**src/rtl/ex_alu_arb.sv**
```systemverilog
// rtl/ex_alu_arb.sv - two-port arbiter/sequencer for the shared EX-stage ALU
//
// Purpose: lets port 0 (main pipeline) and port 1 (helper requester) take turns
// on one external combinational ALU. Each port has a valid/ready request channel
// and a one-entry registered valid/ready response slot.
//
// Ports:
//   clk, rst_n                    clock, synchronous active-low reset
//   reqN_valid/ready              request handshake, port N
//   reqN_is_signed/op/a/b         request fields, port N
//   rspN_valid/ready              response handshake, port N
//   rspN_result/branch            captured ALU outputs, port N
//   alu_is_signed/op/a/b          drive the external ALU inputs
//   alu_result/branch             external ALU outputs
//   grant                         one-hot granted port, 00 when idle
//
// Parameter FIXED_PRIO: 0 = round-robin, 1 = port 0 always wins.

`ifndef ALU_ADD
`define ALU_ADD 4'd0
`endif
`ifndef ALU_SUB
`define ALU_SUB 4'd1
`endif
`ifndef ALU_AND
`define ALU_AND 4'd2
`endif
`ifndef ALU_OR
`define ALU_OR  4'd3
`endif
`ifndef ALU_XOR
`define ALU_XOR 4'd4
`endif
`ifndef ALU_SLL
`define ALU_SLL 4'd5
`endif
`ifndef ALU_SRL
`define ALU_SRL 4'd6
`endif
`ifndef ALU_SRA
`define ALU_SRA 4'd7
`endif
`ifndef ALU_SLT
`define ALU_SLT 4'd8
`endif
`ifndef ALU_BEQ
`define ALU_BEQ 4'd9
`endif
`ifndef ALU_BNE
`define ALU_BNE 4'd10
`endif
`ifndef ALU_BLT
`define ALU_BLT 4'd11
`endif
`ifndef ALU_BGE
`define ALU_BGE 4'd12
`endif

module ex_alu_arb #(
    parameter int FIXED_PRIO = 0
) (
    input  logic        clk,
    input  logic        rst_n,

    input  logic        req0_valid,
    output logic        req0_ready,
    input  logic        req0_is_signed,
    input  logic [3:0]  req0_op,
    input  logic [31:0] req0_a,
    input  logic [31:0] req0_b,

    input  logic        req1_valid,
    output logic        req1_ready,
    input  logic        req1_is_signed,
    input  logic [3:0]  req1_op,
    input  logic [31:0] req1_a,
    input  logic [31:0] req1_b,

    output logic        rsp0_valid,
    input  logic        rsp0_ready,
    output logic [31:0] rsp0_result,
    output logic        rsp0_branch,

    output logic        rsp1_valid,
    input  logic        rsp1_ready,
    output logic [31:0] rsp1_result,
    output logic        rsp1_branch,

    output logic        alu_is_signed,
    output logic [3:0]  alu_op,
    output logic [31:0] alu_a,
    output logic [31:0] alu_b,
    input  logic [31:0] alu_result,
    input  logic        alu_branch,

    output logic [1:0]  grant
);

    // Most recently accepted port; 1 out of reset so port 0 wins first contention.
    logic last;

    logic elig0;
    logic elig1;
    logic gnt0;
    logic gnt1;

    // A port may only be granted when its response slot is free or draining
    // this edge, so a stalled consumer never blocks the other port.
    always_comb begin
        elig0 = req0_valid && (!rsp0_valid || rsp0_ready);
        elig1 = req1_valid && (!rsp1_valid || rsp1_ready);
        gnt0  = 1'b0;
        gnt1  = 1'b0;
        // No grants while reset is asserted: nothing can be accepted then.
        if (rst_n) begin
            if (elig0 && elig1) begin
                if ((FIXED_PRIO != 0) || last) begin
                    gnt0 = 1'b1;
                end else begin
                    gnt1 = 1'b1;
                end
            end else begin
                gnt0 = elig0;
                gnt1 = elig1;
            end
        end
    end

    assign grant      = {gnt1, gnt0};
    assign req0_ready = gnt0;
    assign req1_ready = gnt1;

    // ALU operand mux; idle drives a harmless ADD of zeros.
    always_comb begin
        alu_is_signed = 1'b0;
        alu_op        = `ALU_ADD;
        alu_a         = 32'd0;
        alu_b         = 32'd0;
        if (gnt0) begin
            alu_is_signed = req0_is_signed;
            alu_op        = req0_op;
            alu_a         = req0_a;
            alu_b         = req0_b;
        end else if (gnt1) begin
            alu_is_signed = req1_is_signed;
            alu_op        = req1_op;
            alu_a         = req1_a;
            alu_b         = req1_b;
        end
    end

    // A grant implies reqN_valid, so gntN is exactly the accept strobe.
    // Capture has priority over release so a draining slot refills in place.
    always_ff @(posedge clk) begin
        if (!rst_n) begin
            rsp0_valid  <= 1'b0;
            rsp0_result <= 32'd0;
            rsp0_branch <= 1'b0;
            rsp1_valid  <= 1'b0;
            rsp1_result <= 32'd0;
            rsp1_branch <= 1'b0;
            last        <= 1'b1;
        end else begin
            if (gnt0) begin
                rsp0_valid  <= 1'b1;
                rsp0_result <= alu_result;
                rsp0_branch <= alu_branch;
            end else if (rsp0_ready) begin
                rsp0_valid  <= 1'b0;
            end

            if (gnt1) begin
                rsp1_valid  <= 1'b1;
                rsp1_result <= alu_result;
                rsp1_branch <= alu_branch;
            end else if (rsp1_ready) begin
                rsp1_valid  <= 1'b0;
            end

            if (gnt0) begin
                last <= 1'b0;
            end else if (gnt1) begin
                last <= 1'b1;
            end
        end
    end

endmodule

```
**config.mk**
```make
export PLATFORM = sky130hd
export DESIGN_NAME = ex_alu_arb
export DESIGN_NICKNAME = d
export VERILOG_FILES = /design/src/rtl/ex_alu_arb.sv
export SDC_FILE = /design/constraint.sdc
export NUM_CORES = 1
export LEC_CHECK = 0
export CORE_AREA = 10 10 122 124
export DETAILED_ROUTE_END_ITERATION = 16
export DIE_AREA = 0 0 132 134
export HOLD_SLACK_MARGIN = 0.03
export PLACE_DENSITY_LB_ADDON = 0.1
export RECOVER_POWER = 100
export SYNTH_ARGS = -nofsm -noshare
export SYNTH_HDL_FRONTEND = slang
export SYNTH_SLANG_ARGS = --single-unit
```
**constraint.sdc**
```tcl
create_clock -name clk -period 2.2 [get_ports clk]
set_clock_uncertainty 0.2 [all_clocks]
set_input_delay 0.22 -clock clk [delete_from_list [all_inputs] [get_ports clk]]
set_output_delay 0.22 -clock clk [all_outputs]
set_load 0.005 [all_outputs]
```
==> report_table.html, run 1 <==
<table>
<tr><th>Metric</th><th>Value</th></tr>
<tr><th colspan="2">Die</th></tr>
<tr><td>Overall die height</td><td>134 um</td></tr>
<tr><td>Area of the core region</td><td>12,500 um^2</td></tr>
<tr><td>Die Footprint</td><td>17,700 um^2</td></tr>
<tr><td>Count of boundary I/O pins</td><td>318</td></tr>
<tr><td>Starting density of the core</td><td>33.0%</td></tr>
<tr><td># rows</td><td>41</td></tr>
<tr><td>Horiz. Die Dim</td><td>132 um</td></tr>
<tr><th colspan="2">CTS</th></tr>
<tr><td>Master cell of the clock root buffer</td><td>sky130_fd_sc_hd__clkbuf_16</td></tr>
<tr><td>CTS clock-pin slew for the worst setup and hold paths</td><td>0.06 ns</td></tr>
<tr><td>CTS sink cnt</td><td>69</td></tr>
<tr><td>Number of CTS-inserted buffers</td><td>9</td></tr>
<tr><td>Number of H-tree levels</td><td>3</td></tr>
<tr><td>TritonCTS clock tree</td><td>done</td></tr>
<tr><td>Clock latency reported for the late side of the worst-skew pair</td><td>0.33 ns</td></tr>
<tr><td>Clock buffer depth</td><td>2</td></tr>
<tr><th colspan="2">Timing</th></tr>
<tr><td>Total of endpoints with negative setup slack in the final report</td><td>58</td></tr>
<tr><td>Worst slew margin relative to its limit</td><td>75.8%</td></tr>
<tr><td>Peak clock frequency supported by timing</td><td>435 MHz</td></tr>
<tr><td>Final cycle utilization of the critical path</td><td>105%</td></tr>
<tr><td>Pin slew with the least headroom to its limit</td><td>0.363 ns</td></tr>
<tr><td>Unrepaired setup endpoints after global routing</td><td>yes</td></tr>
<tr><td>Number of hold violations in the final report</td><td>0</td></tr>
<tr><td>Minimum clock period</td><td>2.30 ns</td></tr>
<tr><td>Worst setup slack after layout</td><td>-0.0992 ns</td></tr>
<tr><td>Final max-slew violation count</td><td>0</td></tr>
<tr><th colspan="2">Power and ir drop</th></tr>
<tr><td>Total power divided by cell area</td><td>519 nW/um^2</td></tr>
<tr><td>Leakage Power</td><td>3.93 nW</td></tr>
<tr><td>Max rail drop VDD</td><td>0.538 mV</td></tr>
<tr><td>Power consumption</td><td>4.36 mW</td></tr>
<tr><th colspan="2">Worst setup path</th></tr>
<tr><td>Worst flop-to-flop path startpoint</td><td>rsp0_valid</td></tr>
<tr><td>Logic depth of the worst register-to-register path</td><td>8</td></tr>
<tr><td>CP max FO</td><td>5</td></tr>
<tr><td>Reg2Reg Setup Slack</td><td>0.09 ns</td></tr>
<tr><td>Cell with the largest stage delay on the worst path</td><td>sky130_fd_sc_hd__a311o_2</td></tr>
<tr><td>End of the critical path</td><td>alu_a[8]</td></tr>
<tr><td>Delay contributed by the slowest stage of the critical path</td><td>0.43 ns</td></tr>
<tr><td>Worst Setup Start Kind</td><td>flop</td></tr>
<tr><td>Arrival time reported for the critical path endpoint</td><td>1.88 ns</td></tr>
<tr><td>Capture point of the worst reg-to-reg path</td><td>rsp1_result[6]</td></tr>
<tr><td>Data required time at the worst endpoint</td><td>1.78 ns</td></tr>
<tr><td>Type of destination of the critical path</td><td>output pin</td></tr>
<tr><td>Worst setup path category</td><td>flop to output pin</td></tr>
<tr><td>Origin of the worst setup path</td><td>rsp0_valid</td></tr>
<tr><td>Critical Path, Cell by Cell</td><td>nand2b_4 -&gt; a311o_2 -&gt; buf_6 -&gt; buf_12 -&gt; buf_16 -&gt; o22ai_4 -&gt; buf_2</td></tr>
<tr><th colspan="2">Yosys</th></tr>
<tr><td>Fraction of post-synthesis cell area in the top cell type by area</td><td>33.5%</td></tr>
<tr><td>Gate count after technology mapping</td><td>507</td></tr>
<tr><td>Post-Synthesis Net Count</td><td>684</td></tr>
<tr><td>Number of warnings issued by yosys</td><td>0</td></tr>
<tr><td>Distinct cells, synth</td><td>19</td></tr>
<tr><td>Area of the mapped netlist</td><td>4120 um^2</td></tr>
<tr><td>Cell type with the highest aggregate area in the netlist</td><td>sky130_fd_sc_hd__dfxtp_1</td></tr>
<tr><td>Sequential area share after synthesis</td><td>33.5%</td></tr>
<tr><td>Share of async-settable or async-resettable flops after synthesis</td><td>0%</td></tr>
<tr><td>Synthesized flop and latch total</td><td>69</td></tr>
<tr><td>Most instantiated library cell after synthesis</td><td>sky130_fd_sc_hd__nand2_1</td></tr>
<tr><td>Most frequent cells after synthesis</td><td>sky130_fd_sc_hd__nand2_1 (237), sky130_fd_sc_hd__dfxtp_1 (69), sky130_fd_sc_hd__mux2i_1 (66)</td></tr>
<tr><td>Top cells by area, synth</td><td>sky130_fd_sc_hd__dfxtp_1 (34%), sky130_fd_sc_hd__nand2_1 (22%), sky130_fd_sc_hd__o22ai_2 (18%), sky130_fd_sc_hd__mux2i_1 (16%), sky130_fd_sc_hd__clkbuf_1 (2.6%)</td></tr>
<tr><td>Number of enable flip-flop cells after synthesis</td><td>0</td></tr>
<tr><td>Dominant synthesized flop cell</td><td>sky130_fd_sc_hd__dfxtp_1</td></tr>
<tr><td>Average size of a mapped cell</td><td>8.12 um^2</td></tr>
<tr><th colspan="2">Placed design</th></tr>
<tr><td>Worst setup timing slack at the placement stage</td><td>-0.436 ns</td></tr>
<tr><td>Quantity of I/O buffers inserted on ports</td><td>317</td></tr>
<tr><td>Cell count after placement</td><td>978</td></tr>
<tr><td>Last weighted congestion value of the routability-driven placer</td><td>0.907</td></tr>
<tr><td>Placed wire-length estimate</td><td>15,900 um</td></tr>
<tr><th colspan="2">GRT</th></tr>
<tr><td>Routing usage on met2</td><td>40.7%</td></tr>
<tr><td>Layer carrying the most global-route usage</td><td>met2</td></tr>
<tr><td>Initial antenna violation count</td><td>1</td></tr>
<tr><td>First-pass GRT wire length</td><td>31,700 um</td></tr>
<tr><td>Aggregate global routing overflow</td><td>0</td></tr>
<tr><td>Number of global-route vias before repair</td><td>5,253</td></tr>
<tr><td>Met1 demand-to-capacity share in global routing</td><td>25.4%</td></tr>
<tr><td>Met3 demand-to-capacity share in global routing</td><td>6.27%</td></tr>
<tr><td>Pin count of the biggest net entering global routing</td><td>40</td></tr>
<tr><td>Overall global routing resource usage</td><td>22.5%</td></tr>
<tr><th colspan="2">Run status</th></tr>
<tr><td>Outcome</td><td>complete, but fails checks</td></tr>
<tr><td>Failing checks</td><td>negative setup slack</td></tr>
<tr><th colspan="2">Route</th></tr>
<tr><td>Number of optimization iterations in the first detailed-route pass</td><td>4</td></tr>
<tr><td>Drt initial violations</td><td>194</td></tr>
<tr><td>DRC</td><td>0</td></tr>
<tr><td>Post-DR wirelength/cell</td><td>20.3 um</td></tr>
<tr><td>Antenna-violating nets left</td><td>0</td></tr>
<tr><td>Via count</td><td>5,045</td></tr>
<tr><td>Per-cell via count in the routed design</td><td>4.80</td></tr>
<tr><td>Detailed Route WL</td><td>21,300 um</td></tr>
<tr><th colspan="2">Flow run</th></tr>
<tr><td>Maximum capacitance violations</td><td>0</td></tr>
<tr><th colspan="2">Finish</th></tr>
<tr><td>Area of all sequential standard cells</td><td>1380 um^2</td></tr>
<tr><td>Final cell count without fillers</td><td>1,050</td></tr>
<tr><td>Net count of the finished layout</td><td>1,049</td></tr>
<tr><td>Synthesis-to-finish area growth</td><td>104%</td></tr>
<tr><td>Area of the multi-input gates</td><td>2550 um^2</td></tr>
<tr><td>Final cell utilization of the core</td><td>67.4%</td></tr>
<tr><td>Layout cells sized above 1</td><td>29.0%</td></tr>
<tr><td>Number of filler cells placed in the layout</td><td>1,059</td></tr>
<tr><th colspan="2">Worst hold path</th></tr>
<tr><td>Worst hold path class</td><td>input pin to flop</td></tr>
</table>
cells in the final DEF (no fill, tap or decap), types with 9 or more instances in the layout:
cell type / n
sky130_fd_sc_hd__mux2i_1: 66
sky130_fd_sc_hd__dfxtp_1: 67
sky130_fd_sc_hd__buf_8: 10
sky130_fd_sc_hd__buf_12: 15
sky130_fd_sc_hd__dlygate4sd3_1: 68
sky130_fd_sc_hd__clkdlybuf4s50_1: 172
sky130_fd_sc_hd__o22ai_2: 62
sky130_fd_sc_hd__buf_4: 32
sky130_fd_sc_hd__nand2_1: 237
sky130_fd_sc_hd__clkbuf_16: 9
sky130_fd_sc_hd__buf_6: 26
sky130_fd_sc_hd__buf_2: 73
flip-flops by register name (all words and copies together) (netlist names):
signal       cells
rsp0_valid       1
rsp1_valid       1
rsp0_branch      1
last             1
rsp1_branch      1
rsp1_result     32
rsp0_result     32
where the power goes:
| group | internal, mW | switching, mW | leakage (nW) |
|---|---|---|---|
| clock network | 0.786 | 0.591 | 0.139 |
| registers | 1.34 | 0.0440 | 0.568 |
| logic | 0.953 | 0.641 | 3.22 |
| total | 3.08 | 1.28 | 3.93 |
worst min-delay path by stage:
| stage | from | end | cells past startpoint |
|---|---|---|---|
| after floorplan | alu_branch | rsp0_branch | 2 |
| after global placement | rsp0_result[19] | rsp0_result[19] | 2 |
| after detailed placement | rsp0_result[13] | rsp0_result[13] | 2 |
| after CTS | rst_n | rsp1_result[13] | 3 |
| after global routing | rst_n | rsp0_result[11] | 3 |
| final | rst_n | rsp0_result[11] | 3 |
critical path, delay by kind of cell (launching register included):
family / cells / cell delay, ns
AO/OA/AOI/OAI: 2 / 0.57
flip-flops: 1 / 0.35
buffers and inverters: 4 / 0.58
AND/OR/NAND/NOR: 1 / 0.06
stage by stage:
stage	hold slack, ns	instance area (um^2)	TNS (ns)
2_1_floorplan	0.181	4120	0
3_3_place_gp	0.243	7580	-28.66
3_5_place_dp	0.251	7580	-29.70
4_1_cts	0.0717	8330	-6.48
5_1_grt	0.0896	8400	-6.93
6_report	0.0772	8400	-3.15
repair_timing:
item / CTS / global route
buffers inserted: 45 / 9
hold buffers: 0 / 0
pin swaps: 9 / 32
cloned: 7 / 0
endpoints found under the setup margin: 73 / 90
hold endpoints to repair: 0 / 0
gates resized for setup: 352 / 32
logic make-up (layout without fill, tap and decap cells):
kind of cell           Yosys count  in the layout  share of synthesized area (%)
DFF                             69             69                           33.5
other                            0              1                              0
muxes                           66             66                           16.0
AOI/OAI and AO/OA               75             75                           20.7
buffers and inverters           54            424                           7.11
and+or+nand+nor                243            243                           22.6
layout make-up:
cell class                 count  share of cell area, %
antenna                        1                 0.0298
clock buffer                   9                   2.68
clock inverter                 7                  0.745
inverter                       2                 0.0894
multi-input combinational    384                   30.4
sequential                    69                   16.5
tap                          172                   2.56
timing repair buffer         406                   47.0
layer usage:
metal	part of all wire [%]	vias to the layer above	wire length, um
met3	7.0	26	1500
met2	52	213	11000
met5	0	-	0
met1	39	2371	8400
met4	2.0	0	435
li1	-	2435	-
Note: power is estimated with default switching activity, not from simulation.
==> run 2, diff against run 1 <==
- RECOVER_POWER: 100 -> unset
==> report_table.html, run 2 (same netlist as run 1, synthesis figures left out) <==
<table>
<tr><th>Metric</th><th>Value</th></tr>
<tr><th colspan="2">Power and ir drop</th></tr>
<tr><td>Sw Pwr</td><td>1.28 mW (about the same)</td></tr>
<tr><td>Max rail drop VDD</td><td>0.542 mV (was 0.538 mV)</td></tr>
<tr><td>Sequential share of power</td><td>31.6% (was 31.8%)</td></tr>
<tr><td>Total power divided by cell area</td><td>523 nW/um^2 (was 519 nW/um^2)</td></tr>
<tr><td>Switching Share</td><td>29.1% (was 29.3%)</td></tr>
<tr><td>Leakage Power</td><td>3.75 nW (was 3.93 nW)</td></tr>
<tr><td>Comb pwr share</td><td>37.0% (was 36.6%)</td></tr>
<tr><td>Internal Dissipation</td><td>3.11 mW (was 3.08 mW)</td></tr>
<tr><td>Power consumption</td><td>4.40 mW (was 4.36 mW)</td></tr>
<tr><td>Clock network fraction of design power</td><td>31.3% (was 31.6%)</td></tr>
<tr><th colspan="2">Placed design</th></tr>
<tr><td>Placed wire-length estimate</td><td>15,900 um (unchanged)</td></tr>
<tr><td>Cell area reported after detailed placement</td><td>7580 um^2 (unchanged)</td></tr>
<tr><td>Last weighted congestion value of the routability-driven placer</td><td>0.907 (unchanged)</td></tr>
<tr><td>Quantity of I/O buffers inserted on ports</td><td>317 (unchanged)</td></tr>
<tr><th colspan="2">Timing</th></tr>
<tr><td>Number of hold violations in the final report</td><td>0 (unchanged)</td></tr>
<tr><td>Worst slew margin relative to its limit</td><td>75.9% (was 75.8%)</td></tr>
<tr><td>Peak clock frequency supported by timing</td><td>436 MHz (was 435 MHz)</td></tr>
<tr><td>Pin slew with the least headroom to its limit</td><td>0.362 ns (was 0.363 ns)</td></tr>
<tr><td>Final max-slew violation count</td><td>0 (unchanged)</td></tr>
<tr><td>Worst setup slack after layout</td><td>-0.0945 ns (was -0.0992 ns)</td></tr>
<tr><td>Post-Route Setup TNS</td><td>-3.17 ns (was -3.15 ns)</td></tr>
<tr><td>Final cycle utilization of the critical path</td><td>104% (was 105%)</td></tr>
<tr><td>Minimum clock period</td><td>2.29 ns (was 2.30 ns)</td></tr>
<tr><td>Total of endpoints with negative setup slack in the final report</td><td>60 (was 58)</td></tr>
<tr><td>Unrepaired setup endpoints after global routing</td><td>yes (unchanged)</td></tr>
<tr><td>WHS</td><td>0.0782 ns (was 0.0772 ns)</td></tr>
<tr><th colspan="2">Route</th></tr>
<tr><td>Detailed Route WL</td><td>21,400 um (was 21,300 um)</td></tr>
<tr><td>Per-cell via count in the routed design</td><td>4.82 (was 4.80)</td></tr>
<tr><td>Met3 layer wire length in the routed design</td><td>1470 um (was 1500 um)</td></tr>
<tr><td>DRC</td><td>0 (unchanged)</td></tr>
<tr><td>Wire length on met2</td><td>11,100 um (was 11,000 um)</td></tr>
<tr><td>DRT met1 WL</td><td>8420 um (was 8400 um)</td></tr>
<tr><td>Drt initial violations</td><td>202 (was 194)</td></tr>
<tr><td>Top Metal Used</td><td>met4 (unchanged)</td></tr>
<tr><td>Number of optimization iterations in the first detailed-route pass</td><td>4 (unchanged)</td></tr>
<tr><td>Antenna-violating nets left</td><td>0 (unchanged)</td></tr>
<tr><td>Post-DR wirelength/cell</td><td>20.4 um (was 20.3 um)</td></tr>
<tr><td>Via count</td><td>5,058 (was 5,045)</td></tr>
<tr><th colspan="2">CTS</th></tr>
<tr><td>Number of H-tree levels</td><td>3 (unchanged)</td></tr>
<tr><td>Clock latency reported for the late side of the worst-skew pair</td><td>0.33 ns (about the same)</td></tr>
<tr><td>TritonCTS clock tree</td><td>done (unchanged)</td></tr>
<tr><td>CTS clock-pin slew for the worst setup and hold paths</td><td>0.06 ns (about the same)</td></tr>
<tr><td>Hold-fix buffers, CTS</td><td>0 (unchanged)</td></tr>
<tr><td>CTS sink cnt</td><td>69 (unchanged)</td></tr>
<tr><td>Master cell of the clock root buffer</td><td>sky130_fd_sc_hd__clkbuf_16 (unchanged)</td></tr>
<tr><td>Clock buffer depth</td><td>2 (unchanged)</td></tr>
<tr><td>Number of CTS-inserted buffers</td><td>9 (unchanged)</td></tr>
<tr><th colspan="2">Die</th></tr>
<tr><td>Count of boundary I/O pins</td><td>318 (unchanged)</td></tr>
<tr><td>Area of the core region</td><td>12,500 um^2 (unchanged)</td></tr>
<tr><td>Horiz. Die Dim</td><td>132 um (unchanged)</td></tr>
<tr><td># rows</td><td>41 (unchanged)</td></tr>
<tr><td>Die Footprint</td><td>17,700 um^2 (unchanged)</td></tr>
<tr><td>Starting density of the core</td><td>33.0% (unchanged)</td></tr>
<tr><td>Overall die height</td><td>134 um (unchanged)</td></tr>
<tr><th colspan="2">Worst setup path</th></tr>
<tr><td>Worst Setup Start Kind</td><td>flop (unchanged)</td></tr>
<tr><td>Data required time at the worst endpoint</td><td>1.78 ns (about the same)</td></tr>
<tr><td>Type of destination of the critical path</td><td>output pin (unchanged)</td></tr>
<tr><td>Cell with the largest stage delay on the worst path</td><td>sky130_fd_sc_hd__a311o_2 (unchanged)</td></tr>
<tr><td>Worst setup path category</td><td>flop to output pin (unchanged)</td></tr>
<tr><td>Arrival time reported for the critical path endpoint</td><td>1.87 ns (was 1.88 ns)</td></tr>
<tr><td>Bufs and invs on worst path</td><td>4 (unchanged)</td></tr>
<tr><td>Family with the most delay on the worst path</td><td>buffers and inverters (unchanged)</td></tr>
<tr><td>CP max FO</td><td>5 (unchanged)</td></tr>
<tr><td>Delay contributed by the slowest stage of the critical path</td><td>0.43 ns (about the same)</td></tr>
<tr><td>Critical Path, Cell by Cell</td><td>nand2b_4 -&gt; a311o_2 -&gt; buf_6 -&gt; buf_12 -&gt; buf_16 -&gt; o22ai_4 -&gt; buf_2 (unchanged)</td></tr>
<tr><th colspan="2">Flow run</th></tr>
<tr><td>Maximum capacitance violations</td><td>0 (unchanged)</td></tr>
<tr><th colspan="2">Run status</th></tr>
<tr><td>Outcome</td><td>complete, but fails checks (unchanged)</td></tr>
<tr><td>Failing checks</td><td>negative setup slack (unchanged)</td></tr>
<tr><th colspan="2">GRT</th></tr>
<tr><td>Overall global routing resource usage</td><td>22.5% (unchanged)</td></tr>
<tr><td>Pin count of the biggest net entering global routing</td><td>40 (unchanged)</td></tr>
<tr><td>First-pass GRT wire length</td><td>31,700 um (unchanged)</td></tr>
<tr><td>Initial antenna violation count</td><td>1 (unchanged)</td></tr>
<tr><td>Number of global-route vias before repair</td><td>5,253 (unchanged)</td></tr>
<tr><td>Aggregate global routing overflow</td><td>0 (unchanged)</td></tr>
<tr><th colspan="2">Finish</th></tr>
<tr><td>Top library cells by usage in the layout, fill and taps aside</td><td>sky130_fd_sc_hd__clkdlybuf4s50_1 (240), sky130_fd_sc_hd__nand2_1 (237), sky130_fd_sc_hd__buf_2 (73), sky130_fd_sc_hd__dfxtp_1 (67), sky130_fd_sc_hd__mux2i_1 (66) (was sky130_fd_sc_hd__nand2_1 (237), sky130_fd_sc_hd__clkdlybuf4s50_1 (172), sky130_fd_sc_hd__buf_2 (73), sky130_fd_sc_hd__dlygate4sd3_1 (68), sky130_fd_sc_hd__dfxtp_1 (67))</td></tr>
<tr><td>Commonest non-fill, non-tap cell in the layout</td><td>sky130_fd_sc_hd__clkdlybuf4s50_1 (was sky130_fd_sc_hd__nand2_1)</td></tr>
<tr><td>Synthesis-to-finish area growth</td><td>104% (about the same)</td></tr>
<tr><td>Largest registers ranked by flip-flop count</td><td>rsp0_result x32, rsp1_result x32 (unchanged)</td></tr>
<tr><td>Post-route cell area</td><td>8410 um^2 (was 8400 um^2)</td></tr>
<tr><td>Number of filler cells placed in the layout</td><td>1,059 (unchanged)</td></tr>
<tr><td>Layout cells sized above 1</td><td>29.1% (was 29.0%)</td></tr>
<tr><td>Area of all sequential standard cells</td><td>1380 um^2 (unchanged)</td></tr>
<tr><td>Area of the multi-input gates</td><td>2550 um^2 (unchanged)</td></tr>
<tr><td>Net count of the finished layout</td><td>1,049 (unchanged)</td></tr>
<tr><td>Final cell utilization of the core</td><td>67.4% (about the same)</td></tr>
<tr><th colspan="2">Worst hold path</th></tr>
<tr><td>Worst hold path class</td><td>input pin to flop (unchanged)</td></tr>
</table>
==> run 2: changes by cell type in the layout (fill, tap and decap cells not counted), sizes merged <==
cell and change:
dlygate4sd3 -68, clkbuf -1, clkdlybuf4s50 +68, buf +1
==> run 2: area by class of cell <==
class / instances / area share [%]
clock inverters: 7 / 0.744
multi-input cells: 384 / 30.4
flip-flops and latches: 69 / 16.5
repair buffers: 406 / 47.1
well taps: 172 / 2.56
clock buffers: 9 / 2.68
diodes: 1 / 0.0298
inverters: 2 / 0.0893
==> run 2: repair_timing <==
action,in CTS,in global routing
resized for setup,352,32
setup endpoints to repair,73,90
pin swaps,9,32
gates cloned,7,0
setup buffers,45,9
==> run 2: power by group through the flow <==
stage | clock [mW] | sequential, mW | combinational (mW)
2_1_floorplan | 0 | 1.42 | 0.540
3_3_place_gp | 0 | 1.41 | 1.38
3_5_place_dp | 0 | 1.42 | 1.41
4_1_cts | 1.41 | 1.39 | 1.61
5_1_grt | 1.47 | 1.40 | 1.73
6_report | 1.38 | 1.39 | 1.63
==> run 2: metal layers <==
layer  track usage [%]  vias to the layer above
met5                 0                        -
met4              5.62                        0
met3              6.27                       28
met2              40.7                      216
met1              25.4                     2379
li1                  -                     2435
==> run 2: final timing paths <==
check	to	cells after the start	slack, ns	start
max	alu_a[8]	7	-0.09	rsp0_valid
min	rsp0_result[11]	3	0.08	rst_n
max reg2reg	rsp1_result[6]	8	0.09	rsp0_valid
min reg2reg	rsp0_result[17]	2	0.25	rsp0_result[17]
==> run 2: worst reg2reg max path, stage by stage (launching register included) <==
cell	delay [ns]
sky130_fd_sc_hd__dfxtp_2	0.35
sky130_fd_sc_hd__nand2b_4	0.06
sky130_fd_sc_hd__a311o_2	0.43
sky130_fd_sc_hd__buf_6	0.15
sky130_fd_sc_hd__buf_12	0.13
sky130_fd_sc_hd__buf_8	0.13
sky130_fd_sc_hd__buf_4	0.12
sky130_fd_sc_hd__buf_4	0.24
sky130_fd_sc_hd__mux2i_1	0.17
==> run 2: metrics by stage <==
stage	setup slack, ns	std cells
floorplan	0.357	507
global placement	-0.414	978
detailed placement	-0.436	978
CTS	-0.169	1045
global route	-0.157	1050
finish	-0.0945	1050
